**config.mk**
```make
export PLATFORM = sky130hd
export DESIGN_NAME = if_id_pipe_ctrl
export DESIGN_NICKNAME = d
export VERILOG_FILES = /design/src/rtl/if_id_pipe_ctrl_pkg.sv /design/src/rtl/if_id_pipe_ctrl_sat_counter.sv /design/src/rtl/if_id_pipe_ctrl.sv
export SDC_FILE = /design/constraint.sdc
export NUM_CORES = 1
export LEC_CHECK = 0
export ABC_CLOCK_PERIOD_IN_PS = 2300
export CORE_MARGIN = 5
export CORE_UTILIZATION = 60
export CTS_BUF_LIST = sky130_fd_sc_hd__clkbuf_8
export DETAILED_ROUTE_END_ITERATION = 10
export DONT_BUFFER_PORTS = 1
export PLACE_DENSITY = 0.86
export SKIP_LAST_GASP = 1
export SYNTH_ARGS = -nofsm -noshare
export SYNTH_HDL_FRONTEND = slang
export SYNTH_HIERARCHICAL = 1
export SYNTH_SLANG_ARGS = --single-unit
```
**constraint.sdc**
```tcl
create_clock -name clk -period 2.3 [get_ports clk]
set_input_delay 0.345 -clock clk [delete_from_list [all_inputs] [get_ports clk]]
set_output_delay 0.345 -clock clk [all_outputs]
set_load 0.02 [all_outputs]
```
**src/rtl/if_id_pipe_ctrl_pkg.sv**
```systemverilog
// rtl/if_id_pipe_ctrl_pkg.sv - shared front-end types for the IF/ID flow-control stage
package if_id_pipe_ctrl_pkg;

  localparam int FE_XLEN = 32;

  typedef enum logic [1:0] {
    ST_EMPTY = 2'd0,
    ST_BUSY  = 2'd1,
    ST_FULL  = 2'd2
  } stage_state_e;

  typedef struct packed {
    logic [FE_XLEN-1:0] inst;
    logic [FE_XLEN-1:0] pc;
  } fetch_beat_t;

endpackage

```
**src/rtl/if_id_pipe_ctrl_sat_counter.sv**
```systemverilog
// rtl/if_id_pipe_ctrl_sat_counter.sv - saturating event counter with synchronous clear
module sat_counter #(
  parameter int W = 16
) (
  input  logic         clk,
  input  logic         rstn,
  input  logic         inc,
  input  logic         clr,
  output logic [W-1:0] cnt
);

  logic [W-1:0] cnt_q;
  logic [W-1:0] cnt_d;

  // Clear wins over increment; increment stops at all-ones instead of wrapping.
  always_comb begin
    cnt_d = cnt_q;
    if (clr) begin
      cnt_d = '0;
    end else if (inc && (cnt_q != {W{1'b1}})) begin
      cnt_d = cnt_q + W'(1);
    end
  end

  // Counter register.
  always_ff @(posedge clk or negedge rstn) begin
    if (!rstn) begin
      cnt_q <= '0;
    end else begin
      cnt_q <= cnt_d;
    end
  end

  assign cnt = cnt_q;

endmodule

```
**src/rtl/if_id_pipe_ctrl.sv**
```systemverilog
// rtl/if_id_pipe_ctrl.sv - IF-to-ID skid buffer with flush and decode-stall counter
module if_id_pipe_ctrl
  import if_id_pipe_ctrl_pkg::*;
#(
  parameter int XLEN  = FE_XLEN,
  parameter int CNT_W = 16
) (
  input  logic             clk,
  input  logic             rstn,
  input  logic             flush,
  input  logic             if_valid,
  output logic             if_ready,
  input  logic [XLEN-1:0]  if_inst,
  input  logic [XLEN-1:0]  if_pc,
  output logic             id_valid,
  input  logic             id_ready,
  output logic [XLEN-1:0]  id_inst,
  output logic [XLEN-1:0]  id_pc,
  input  logic             stat_clr,
  output logic [CNT_W-1:0] stall_cnt
);

  stage_state_e state_q, state_d;
  fetch_beat_t  main_q, main_d;
  fetch_beat_t  skid_q, skid_d;
  fetch_beat_t  beat_in;
  logic         accept;
  logic         consume;
  logic         stall_inc;

  assign beat_in = '{inst: if_inst, pc: if_pc};
  assign accept  = if_valid & if_ready;
  assign consume = id_valid & id_ready;

  // State and buffer registers.
  always_ff @(posedge clk or negedge rstn) begin
    if (!rstn) begin
      state_q <= ST_EMPTY;
      main_q  <= '0;
      skid_q  <= '0;
    end else begin
      state_q <= state_d;
      main_q  <= main_d;
      skid_q  <= skid_d;
    end
  end

  // Next state and buffer updates; flush overrides everything, including a same-cycle accept.
  always_comb begin
    state_d = state_q;
    main_d  = main_q;
    skid_d  = skid_q;
    if (flush) begin
      state_d = ST_EMPTY;
      main_d  = '0;
      skid_d  = '0;
    end else begin
      case (state_q)
        ST_EMPTY: begin
          if (accept) begin
            main_d  = beat_in;
            state_d = ST_BUSY;
          end
        end
        ST_BUSY: begin
          if (consume && accept) begin
            main_d = beat_in;
          end else if (consume) begin
            // main keeps its stale value; id_valid masks it
            state_d = ST_EMPTY;
          end else if (accept) begin
            skid_d  = beat_in;
            state_d = ST_FULL;
          end
        end
        ST_FULL: begin
          if (consume) begin
            main_d  = skid_q;
            state_d = ST_BUSY;
          end
        end
        default: begin
          state_d = ST_EMPTY;
        end
      endcase
    end
  end

  // Outputs decode from state and the main register only, so no ready/valid path crosses the stage.
  always_comb begin
    if_ready = (state_q != ST_FULL);
    id_valid = (state_q != ST_EMPTY);
    id_inst  = main_q.inst;
    id_pc    = main_q.pc;
  end

  assign stall_inc = id_valid & ~id_ready & ~flush;

  sat_counter #(
    .W(CNT_W)
  ) u_stall_cnt (
    .clk  (clk),
    .rstn (rstn),
    .inc  (stall_inc),
    .clr  (stat_clr),
    .cnt  (stall_cnt)
  );

endmodule

```
==> flow_metrics.env <==
export IMPL_synthFlopType="dfrtp_1"
export IMPL_syn_avg_cell_area_um2=10.0
export IMPL_overflow=0
export IMPL_port_buffers=0
export IMPL_cp_depth=6
export IMPL_cap_violations=0
export IMPL_period_minus_slack_ps=2190
export IMPL_critical_path_max_fanout=33
export IMPL_slowest_stage="dlygate4sd3_1"
export IMPL_power_w=0.00542
export IMPL_nFillCells=801
export IMPL_firstDrtPassIters=6
export IMPL_synth_most_common_cell="nand2_1"
export IMPL_critPathMaxStageDelay_ps=580
export IMPL_clk_pin_slew_worst_paths_ps=80
export IMPL_ctsRootBufferMaster="clkbuf_8"
export IMPL_core_mm2=0.0110
export IMPL_fin_hold_ws_ps=-405
export IMPL_dieArea_mm2=0.0136
export IMPL_worstPathRequired_ps=2670
export IMPL_hold_viol=146
export IMPL_dr_first_iter_drc_count=453
export IMPL_maxSlewHeadroom_pct=55.6
export IMPL_final_nets=755
export IMPL_worst_setup_path_end_kind="flop"
export IMPL_antenna_found_initial=0
export IMPL_path_cells="nor2b_1 > and2_4 > buf_12 > nand2_1 > a21oi_1 > dlygate4sd3_1"
export IMPL_syn_to_final_growth_pct=11.3
export IMPL_synthArstFlopShare_pct=100
export IMPL_startpoint_type="flop"
export IMPL_final_antenna_net_count=0
export IMPL_via_per_inst=6.19
export IMPL_drive_above_1_share_pct=11.0
export IMPL_cts_sinks=146
export IMPL_finalMaxSlewViolations=0
export IMPL_multi_input_area_mm2=0.00286
export IMPL_clock_fmax_ghz=0.457
export IMPL_finalInstanceArea_mm2=0.00756
export IMPL_avgRoutedWirePerCell_um=19.7
export IMPL_track_usage_pct=25.4
export IMPL_postCtsSetupRepairBufs=0
export IMPL_ios=152
export IMPL_clock_path_buffers=2
export IMPL_register_area_mm2=0.00365
export IMPL_die_x_um=116
export IMPL_ys_warn_count=6
export IMPL_rsz0062_at_grt="yes"
export IMPL_power_density_mw_per_mm2=716
export IMPL_ys_top_cells_by_area="dfrtp_1 (54%), nand2_1 (11%), mux2i_1 (9.4%)"
export IMPL_num_vias=5181
export IMPL_cp_arrival_ps=2550
export IMPL_grt_max_degree=147
export IMPL_vdd_ir_drop_worst_v=0.000556
export IMPL_place_gp_congestion=0.834
export IMPL_synthCells=678
export IMPL_synth_top_area_share_pct=53.7
export IMPL_grt_first_pass_wirelength_um=26800
export IMPL_cp_top_family="buffers and inverters"
export IMPL_violations="negative hold slack"
export IMPL_synth_common_cells="nand2_1 (199), dfrtp_1 (146), a21oi_1 (76)"
export IMPL_rows=38
export IMPL_fp_dieH_um=116
export IMPL_ys_types=41
export IMPL_cts_tree="done"
export IMPL_antenna_cells=0
export IMPL_r2r_worst_path_cells=6
export IMPL_grt_pass1_vias=5367
export IMPL_period_share_pct=95.1
export IMPL_hold_path_class="input pin to async pin"
export IMPL_path_buf_inv=2
export IMPL_syn_nets=749
export IMPL_yosysSeqAreaShare_pct=53.7
export IMPL_placed_cell_area_mm2=0.00684
export IMPL_status="complete, but fails checks"
export IMPL_synth_area_leader_cell="dfrtp_1"
export IMPL_insertion_delay_ps=440
export IMPL_leakage_nw=3.13
export IMPL_netlist_area_mm2=0.00680
export IMPL_drt_drc_violations_left=0
export IMPL_worstSetupPathType="flop to flop"
export IMPL_initial_core_util_pct=61.9
export IMPL_ys_seq_elements=146
export IMPL_dp_final_hpwl_um=10200
export IMPL_cts_made_buffers=17
export IMPL_synth_edf_count=0
export IMPL_routed_wirelength_um=16500
export IMPL_finalSetupViolCount=0
export IMPL_skew_ps=11.2
export IMPL_htreeDepth=4
export IMPL_tightest_slew_ps=664
-- metal layers --
layer,vias to the layer above,routed length (um),GRT usage (%)
met5,-,0,0
met4,0,407,10.7
met3,39,1630,9.48
met2,235,8170,41.3
met1,2533,6250,30.4
li1,2374,-,-
-- cell type report --
cell class              count  share of cell area (%)
inverters                   4                   0.198
clock inverters            11                    1.77
clock buffers              21                    3.82
multi-input cells         472                    37.8
flip-flops and latches    146                    48.3
well taps                 140                    2.32
repair buffers             43                    5.81
-- worst register-to-register path, cell delays in order (launching register included) --
cell and delay (ps):
dfrtp_1 420, nor2b_1 300, and2_4 340, buf_12 230, nand2_1 100, a21oi_1 150
dlygate4sd3_1 580
-- where the power goes --
part	switching, W	internal, W	total (W)
sequential	0.000222	0.00269	0.00291
clock	0.000933	0.00118	0.00211
combinational	0.000232	0.000160	0.000392
-- registers in the layout, summed over array words and instances, names as in the netlist --
signal,count
state_q,2
u_stall_cnt/cnt,16
id_pc,32
skid_q,64
id_inst,32
-- final timing paths --
path,from,to,slack (ps)
setup / recovery,state_q[0],skid_q[21],110
hold / removal,rstn,u_stall_cnt/cnt[15],-400
setup reg to reg,state_q[0],skid_q[21],110
hold reg to reg,skid_q[35],skid_q[35],520
max in group asynchronous,rstn,skid_q[46],2420
min in group clk,if_inst[27],skid_q[59],30
-- placed cells by master, fill, tap and decap left out, types with 2 or more instances in the layout --
master,count
nand2_1,198
dfrtp_1,146
a21oi_1,76
mux2i_1,64
o31ai_1,57
dlygate4sd3_1,27
clkbuf_8,21
o31ai_2,14
buf_4,12
nand4_1,6
nor2b_1,5
nor2_1,5
clkinv_2,5
or4_1,5
inv_1,4
nor4_1,4
mux2_1,4
bufinv_16,3
nand3_1,3
o21ai_1,3
nand2b_1,2
clkinvlp_4,2
buf_12,2
or4_2,2
or3_1,2
and4_2,2
and3_1,2
-- cell families (layout without fill, tap and decap cells) --
logic type,count (synthesis),count (layout),share of synthesized area (%)
buf+inv,60,79,4.60
flops,146,146,53.7
simple gates,247,247,15.8
fa+ha+maj,1,1,0.184
xor+xnor,1,1,0.129
compound gates,155,155,15.5
mux,68,68,10.1
-- timing repair --
action,CTS,global route
hold buffers,27,1
hold endpoints to repair,276,147
resized for setup,0,4
endpoints found under the setup margin,0,26
-- stage by stage --
| step | TNS (ps) | hold slack (ps) | instances | utilization (%) | setup slack [ps] |
|---|---|---|---|---|---|
| after floorplan | 0 | 49.4 | 678 | - | 136 |
| after global placement | 0 | 53.1 | 777 | 62.2 | 262 |
| after detailed placement | 0 | 52.8 | 777 | 62.2 | 180 |
| after CTS | 0 | -433 | 836 | 68.7 | 31.3 |
| after global routing | -2.01 | -441 | 837 | 68.9 | -2.01 |
| final | 0 | -405 | 837 | 68.9 | 113 |
Note: power is estimated with default switching activity, not from simulation.
